==> src/rtl/instr_fetch_unit.sv <==
// Edulent CPU fetch stage: owns PC, MA and IR, fetches opcode and operand
// bytes from program memory, and redirects PC on jumps.
module instr_fetch_unit #(
  parameter int ADDR_W   = 8,
  parameter int DATA_W   = 8,
  parameter int RESET_PC = 0
) (
  input  logic              i_clk,
  input  logic              i_rst,
  input  logic              i_next_instr,
  input  logic              i_operand_req,
  input  logic              i_pc_load,
  input  logic [ADDR_W-1:0] i_pc_val,
  output logic              o_mem_req,
  output logic [ADDR_W-1:0] o_mem_addr,
  input  logic              i_mem_ack,
  input  logic [DATA_W-1:0] i_mem_rdata,
  output logic [DATA_W-1:0] o_opcode,
  output logic              o_opcode_valid,
  output logic [DATA_W-1:0] o_operand,
  output logic              o_operand_valid,
  output logic [ADDR_W-1:0] o_pc,
  output logic              o_busy
);

  typedef enum logic [1:0] {
    FETCH   = 2'd0,
    HOLD    = 2'd1,
    OPERAND = 2'd2
  } state_t;

  localparam logic [ADDR_W-1:0] RESET_PC_V = ADDR_W'(RESET_PC);

  state_t            state_q, state_d;
  logic [ADDR_W-1:0] pc_q, pc_d;
  logic [ADDR_W-1:0] ma_q, ma_d;
  logic [DATA_W-1:0] ir_q, ir_d;
  logic [DATA_W-1:0] operand_q, operand_d;
  logic              req_q, req_d;
  logic              opcode_valid_q, opcode_valid_d;
  logic              operand_valid_q, operand_valid_d;
  logic [ADDR_W-1:0] target_pc;

  // Next-state and datapath decode; all outputs are taken from registers.
  always_comb begin
    state_d         = state_q;
    pc_d            = pc_q;
    ma_d            = ma_q;
    ir_d            = ir_q;
    operand_d       = operand_q;
    req_d           = req_q;
    opcode_valid_d  = opcode_valid_q;
    operand_valid_d = 1'b0;
    // A jump taken together with next_instr/operand_req is applied before use.
    target_pc       = i_pc_load ? i_pc_val : pc_q;

    case (state_q)
      FETCH: begin
        if (!req_q) begin
          // First cycle out of reset: line MA up with PC and raise the request.
          ma_d  = pc_q;
          req_d = 1'b1;
        end else if (i_mem_ack) begin
          ir_d           = i_mem_rdata;
          pc_d           = pc_q + 1'b1;
          req_d          = 1'b0;
          opcode_valid_d = 1'b1;
          state_d        = HOLD;
        end
      end
      HOLD: begin
        if (i_next_instr) begin
          pc_d           = target_pc;
          ma_d           = target_pc;
          req_d          = 1'b1;
          opcode_valid_d = 1'b0;
          state_d        = FETCH;
        end else if (i_operand_req) begin
          pc_d    = target_pc;
          ma_d    = target_pc;
          req_d   = 1'b1;
          state_d = OPERAND;
        end else if (i_pc_load) begin
          pc_d = i_pc_val;
        end
      end
      OPERAND: begin
        if (i_mem_ack) begin
          operand_d       = i_mem_rdata;
          pc_d            = pc_q + 1'b1;
          req_d           = 1'b0;
          operand_valid_d = 1'b1;
          state_d         = HOLD;
        end
      end
      default: begin
        state_d = FETCH;
        req_d   = 1'b0;
      end
    endcase
  end

  // State and output registers; reset abandons any in-flight read.
  always_ff @(posedge i_clk or posedge i_rst) begin
    if (i_rst) begin
      state_q         <= FETCH;
      pc_q            <= RESET_PC_V;
      ma_q            <= '0;
      ir_q            <= '0;
      operand_q       <= '0;
      req_q           <= 1'b0;
      opcode_valid_q  <= 1'b0;
      operand_valid_q <= 1'b0;
    end else begin
      state_q         <= state_d;
      pc_q            <= pc_d;
      ma_q            <= ma_d;
      ir_q            <= ir_d;
      operand_q       <= operand_d;
      req_q           <= req_d;
      opcode_valid_q  <= opcode_valid_d;
      operand_valid_q <= operand_valid_d;
    end
  end

  assign o_mem_req       = req_q;
  assign o_busy          = req_q;
  assign o_mem_addr      = ma_q;
  assign o_opcode        = ir_q;
  assign o_opcode_valid  = opcode_valid_q;
  assign o_operand       = operand_q;
  assign o_operand_valid = operand_valid_q;
  assign o_pc            = pc_q;

endmodule

==> config.mk <==
export PLATFORM = sky130hd
export DESIGN_NAME = instr_fetch_unit
export DESIGN_NICKNAME = d
export VERILOG_FILES = /design/src/rtl/instr_fetch_unit.sv
export SDC_FILE = /design/constraint.sdc
export NUM_CORES = 1
export LEC_CHECK = 0
export BUFFER_PORTS_ARGS = -buffer_cell sky130_fd_sc_hd__buf_2
export CORE_ASPECT_RATIO = 0.5
export CORE_MARGIN = 2
export CORE_UTILIZATION = 40
export DETAILED_ROUTE_END_ITERATION = 10
export PLACE_DENSITY = 0.66
export SKIP_CTS_REPAIR_TIMING = 1
export SLEW_MARGIN = 20
export SYNTH_ARGS = -nofsm -noshare
export SYNTH_HDL_FRONTEND = slang
export SYNTH_SLANG_ARGS = --single-unit
==> constraint.sdc <==
create_clock -name i_clk -period 4.3 [get_ports i_clk]
set_input_delay 0.86 -clock i_clk [delete_from_list [all_inputs] [get_ports i_clk]]
set_output_delay 0.86 -clock i_clk [all_outputs]
set_load 0.1 [all_outputs]
# --- Yosys cells after proc, flatten, opt, wreduce, memory -nomap -nowiden ---
# Cells that the tools add are included.
word_totals:
  inputBits: 22
  ff_bits: 37
  elab_cells: 52
  out_inout_bits: 36
op_classes:
  n_mux: 25
  reduce_logical: 10
  n_addsub: 1
  n_eq_ne: 8
op_table:
  columns: ["cell", "n"]
  rows:
  - ["two-way mux 8 bit", 6]
  - ["one-hot mux 8 bit (3 select lines)", 1]
  - ["one-hot mux 8 bit (2 select lines)", 1]
  - ["two-way mux 1 bit", 10]
  - ["inequality test 2 bit (second input constant)", 5]
  - ["adder 8 x 1 -> 8 bit (second input constant)", 1]
  - ["two-way mux 2 bit", 4]
  - ["AND reduction 2 bit", 4]
  - ["one-hot mux 2 bit (3 select lines)", 1]
  - ["AND reduction 3 bit", 2]
  - ["AND reduction 4 bit", 1]
  - ["inequality test 3 bit (second input constant)", 1]
  - ["one-hot mux 1 bit (3 select lines)", 1]
  - ["nonzero test 3 bit", 1]
  - ["equality test 2 x 1 -> 1 bit (second input constant)", 1]
  - ["equality test 2 bit (second input constant)", 1]
  - ["logical NOT 2 bit", 1]
  - ["one-hot mux 1 bit (2 select lines)", 1]
  - ["nonzero test 2 bit", 1]

# --- Depth between registers and ports, before layout ---
logic_depth:
  word_depth: 4
  mapped_depth: 6
  ltp_nobuf: 4

# --- Least setup slack after synthesis ---
# OpenSTA, ideal clock, no wires.
synth_path:
  kind: "flip-flop to output port"
  start: "reg req_q (netlist: o_busy)"
  end: "out o_mem_req"
  path_slack_ns: 2.047
  arrival_ns: 1.393
  n_path_buf: 1
  stages_incl_launch_ff: 2
  path_cell_list: "dfrtp_1 -> buf_4"
synth_rtl:
  columns: ["item", "line", "text"]
  rows:
  - ["from (decl)", "39", "logic req_q, req_d;"]
  - ["from (signal assigned)", "120", "req_q <= req_d;"]
  - ["to (decl)", "14", "output logic o_mem_req,"]
# No word-level cell between the ends.

# --- Final worst setup path ---
layout_path:
  start: "reg pc_q[3] (netlist: o_pc[3])"
  end: "out o_pc[3]"
layout_rtl:
  columns: ["item", "line", "text"]
  rows:
  - ["from (decl)", "35", "logic [ADDR_W-1:0] pc_q, pc_d;"]
  - ["from (signal assigned)", "116", "pc_q <= pc_d;"]
  - ["to (decl)", "22", "output logic [ADDR_W-1:0] o_pc,"]
# No word-level cell between the ends.

==> results.tsv <==
stage	metric	value	unit
outcome	status	complete, no violations	
routing	DR iter-0 viols	24	
critical_path	CP Cell Sequence	buf_2	
clocking	Clk pin slew, worst setup/hold paths	70	ps
routing	Pre-Repair DR Iteration Count	4	
timing	Hold Vio Cnt, Final	0	
critical_path	RR Startpoint	state_q[1]$_DFFE_PP0P_	
critical_path	Worst Path Buf+Inv	1	
timing	setup_tns	0	ps
placed_design	DP Wirelength	2470	µm
global_route	largest net degree at the start of global routing	38	
critical_path	Reg2Reg Capture Point	o_pc[6]$_DFFE_PP0P_	
synthesis	area of the mapped netlist	1710	µm²
routing	Vias/cell	4.93	
floorplan	Die Span Y	50.2	µm
timing	Tmin final	2090	ps
synthesis	top cell type's share of synthesized area	54.2	%
synthesis	Mapped Cells	150	
synthesis	post-synthesis cell type count	41	
synthesis	total number of yosys warnings	0	
critical_path	slack of the worst reg-to-reg path	2600	ps
global_route	GRT Total Usage	15.2	%
critical_path	Worst Setup End Kind	output port	
global_route	GR met1 Demand/Resource	19.9	%
timing	Slew Viols, Final	0	
critical_path	Crit Path Category	flop to output port	
critical_path	Slowest cell on crit path	dfrtp_1	
critical_path	critical path's top delay family	flip-flops	
global_route	gr busiest metal	met2	
synthesis	Synth area leader	dfrtp_1	
floorplan	core box area	4000	µm²
global_route	GR Util met3	3.90	%
global_route	initial antenna violation count	0	
placed_design	number of buffers added on ports	57	
hold_path	HP Start	o_opcode_valid$_DFFE_PP0P_	
timing	hold slack	491	ps
floorplan	die area	4840	µm²
routing	routed length per instance	13.1	µm
floorplan	overall die width	96.4	µm
clocking	Inserted Clock Buffers	5	
timing	Tightest Pin Transition	644	ps
finish	Filler Cell Count	383	
routing	DRC errors left	0	
critical_path	crit path from	o_pc[3]$_DFFE_PP0P_	
synthesis	Avg Inst Size Synth	11.4	µm²
routing	Routed WL	3440	µm
clocking	H-tree levels	2	
critical_path	crit path DAT	1230	ps
critical_path	Setup crit end	o_pc[3]	
critical_path	FF-to-FF path depth	4	
critical_path	CP Depth	1	
routing	via count	1296	
global_route	first-pass GRT wire length	5630	µm
synthesis	top cells by area, synth	dfrtp_1 54%, mux2_2 11%, nand2_1 5.7%	
critical_path	Critical Path Fanout Max	7	
synthesis	count leader, synth	dfrtp_1	
synthesis	synthesis-stage register bit count	37	
timing	Setup violations, final	0	
floorplan	initial core utilization	42.7	%
global_route	GR met2 Demand/Resource	24.5	%
synthesis	number of synthesized flops with an enable pin	0	
critical_path	Crit path required time	3440	ps
timing	f_max	477	MHz
timing	final worst path period share	48.7	%
clocking	Root Driver	clkbuf_8	
finish	share of layout cells above drive strength 1	44.5	%
global_route	total grt overflow	0	
critical_path	crit path launch type	flop	
job	Max Cap Violations	0	
synthesis	Post-synth top flop	dfrtp_1	
synthesis	post-synthesis sequential area ratio	54.2	%
timing	clock skew	4.74	ps
placed_design	Final GP Congestion	0.761	
clocking	Skew-Pair Late Insertion Delay	280	ps
timing	unrepaired setup endpoints after global routing	no	
global_route	vias in the first global route	1201	
timing	Max-slew headroom	56.9	%
finish	Final nets	231	
floorplan	row count	16	
hold_path	Hold Path Class	flop to flop	
clocking	CTS sink count	37	
clocking	clock buffer depth	2	
floorplan	num ports	58	
synthesis	ys async rst share	100	%
synthesis	syn nets	173	
finish	P&R area growth vs syn	25.3	%
critical_path	CP max stage delay	480	ps
routing	final antenna-violating net count	0	
clocking	CTS tree	yes	
synthesis	commonest cells in the synthesized netlist	37 x dfrtp_1, 26 x nand2_1, 17 x mux2_2	
finish	n_diodes	0	
## stage by stage
| stage | utilization (%) | instances | area [µm²] | setup WS (ps) |
|---|---|---|---|---|
| 6_report | 53.5 | 263 | 2140 | 2210 |
| 5_1_grt | 53.5 | 263 | 2140 | 2130 |
| 4_1_cts | 53.5 | 263 | 2140 | 2190 |
| 3_5_place_dp | 50.2 | 255 | 2010 | 2240 |
| 3_3_place_gp | 50.2 | 255 | 2010 | 2270 |
| 2_1_floorplan | - | 150 | 1710 | 2050 |
## cell type report
| class | count | area, µm² | share of cell area, % |
|---|---|---|---|
| inverter | 3 | 11.3 | 0.526 |
| sequential | 37 | 926 | 43.2 |
| timing repair buffer | 58 | 293 | 13.7 |
| tap | 54 | 67.6 | 3.15 |
| clock inverter | 3 | 65.1 | 3.04 |
| clock buffer | 5 | 68.8 | 3.21 |
| multi-input combinational | 103 | 711 | 33.2 |
## layer usage
| layer | routed length (µm) | part of all wire [%] | up-vias |
|---|---|---|---|
| met3 | 182 | 5.3 | 0 |
| met2 | 1600 | 47 | 34 |
| met5 | 0 | 0 | - |
| met1 | 1650 | 48 | 617 |
| li1 | - | - | 645 |
| met4 | 0 | 0 | 0 |
## state kept, by name, summed over array words and instances, names as in the netlist
name,count
state_q,2
o_operand,8
o_pc,8
o_operand_valid,1
o_opcode,8
o_mem_addr,8
o_busy,1
o_opcode_valid,1
## worst min path at each step
stage	end	slack, ps	cells past startpoint
after CTS	o_opcode_valid$_DFFE_PP0P_	490	1
after floorplan	o_busy$_DFFE_PP0P_	580	2
after detailed placement	o_opcode_valid$_DFFE_PP0P_	470	1
final	o_opcode_valid$_DFFE_PP0P_	490	1
after global placement	o_opcode_valid$_DFFE_PP0P_	480	1
after global routing	o_opcode_valid$_DFFE_PP0P_	510	1
## cell families after synthesis
logic type | after synthesis | share of synthesized area (%)
DFF | 37 | 54.2
AOI/OAI and AO/OA | 25 | 11.6
adders and majority gates | 1 | 0.732
muxes | 19 | 12.4
and+or+nand+nor | 58 | 16.8
buffers and inverters | 10 | 4.25
## cells in the final DEF (no fill, tap or decap), types with 2 or more instances in the layout
| cell | Yosys | routed |
|---|---|---|
| a21oi_1 | 2 | 2 |
| a31oi_1 | 8 | 8 |
| buf_2 | 1 | 57 |
| bufinv_16 | 0 | 2 |
| clkbuf_8 | 0 | 5 |
| dfrtp_1 | 37 | 37 |
| inv_1 | 3 | 3 |
| mux2_2 | 17 | 17 |
| mux2i_1 | 2 | 2 |
| nand2_1 | 26 | 26 |
| nand3_1 | 2 | 2 |
| nand4_1 | 2 | 2 |
| nor2_1 | 14 | 14 |
| nor2b_1 | 2 | 2 |
| o211ai_1 | 2 | 2 |
Power is left out: the tool's default activity adds up to more than one toggle a clock period on the data nets, which glitch-free logic cannot reach.
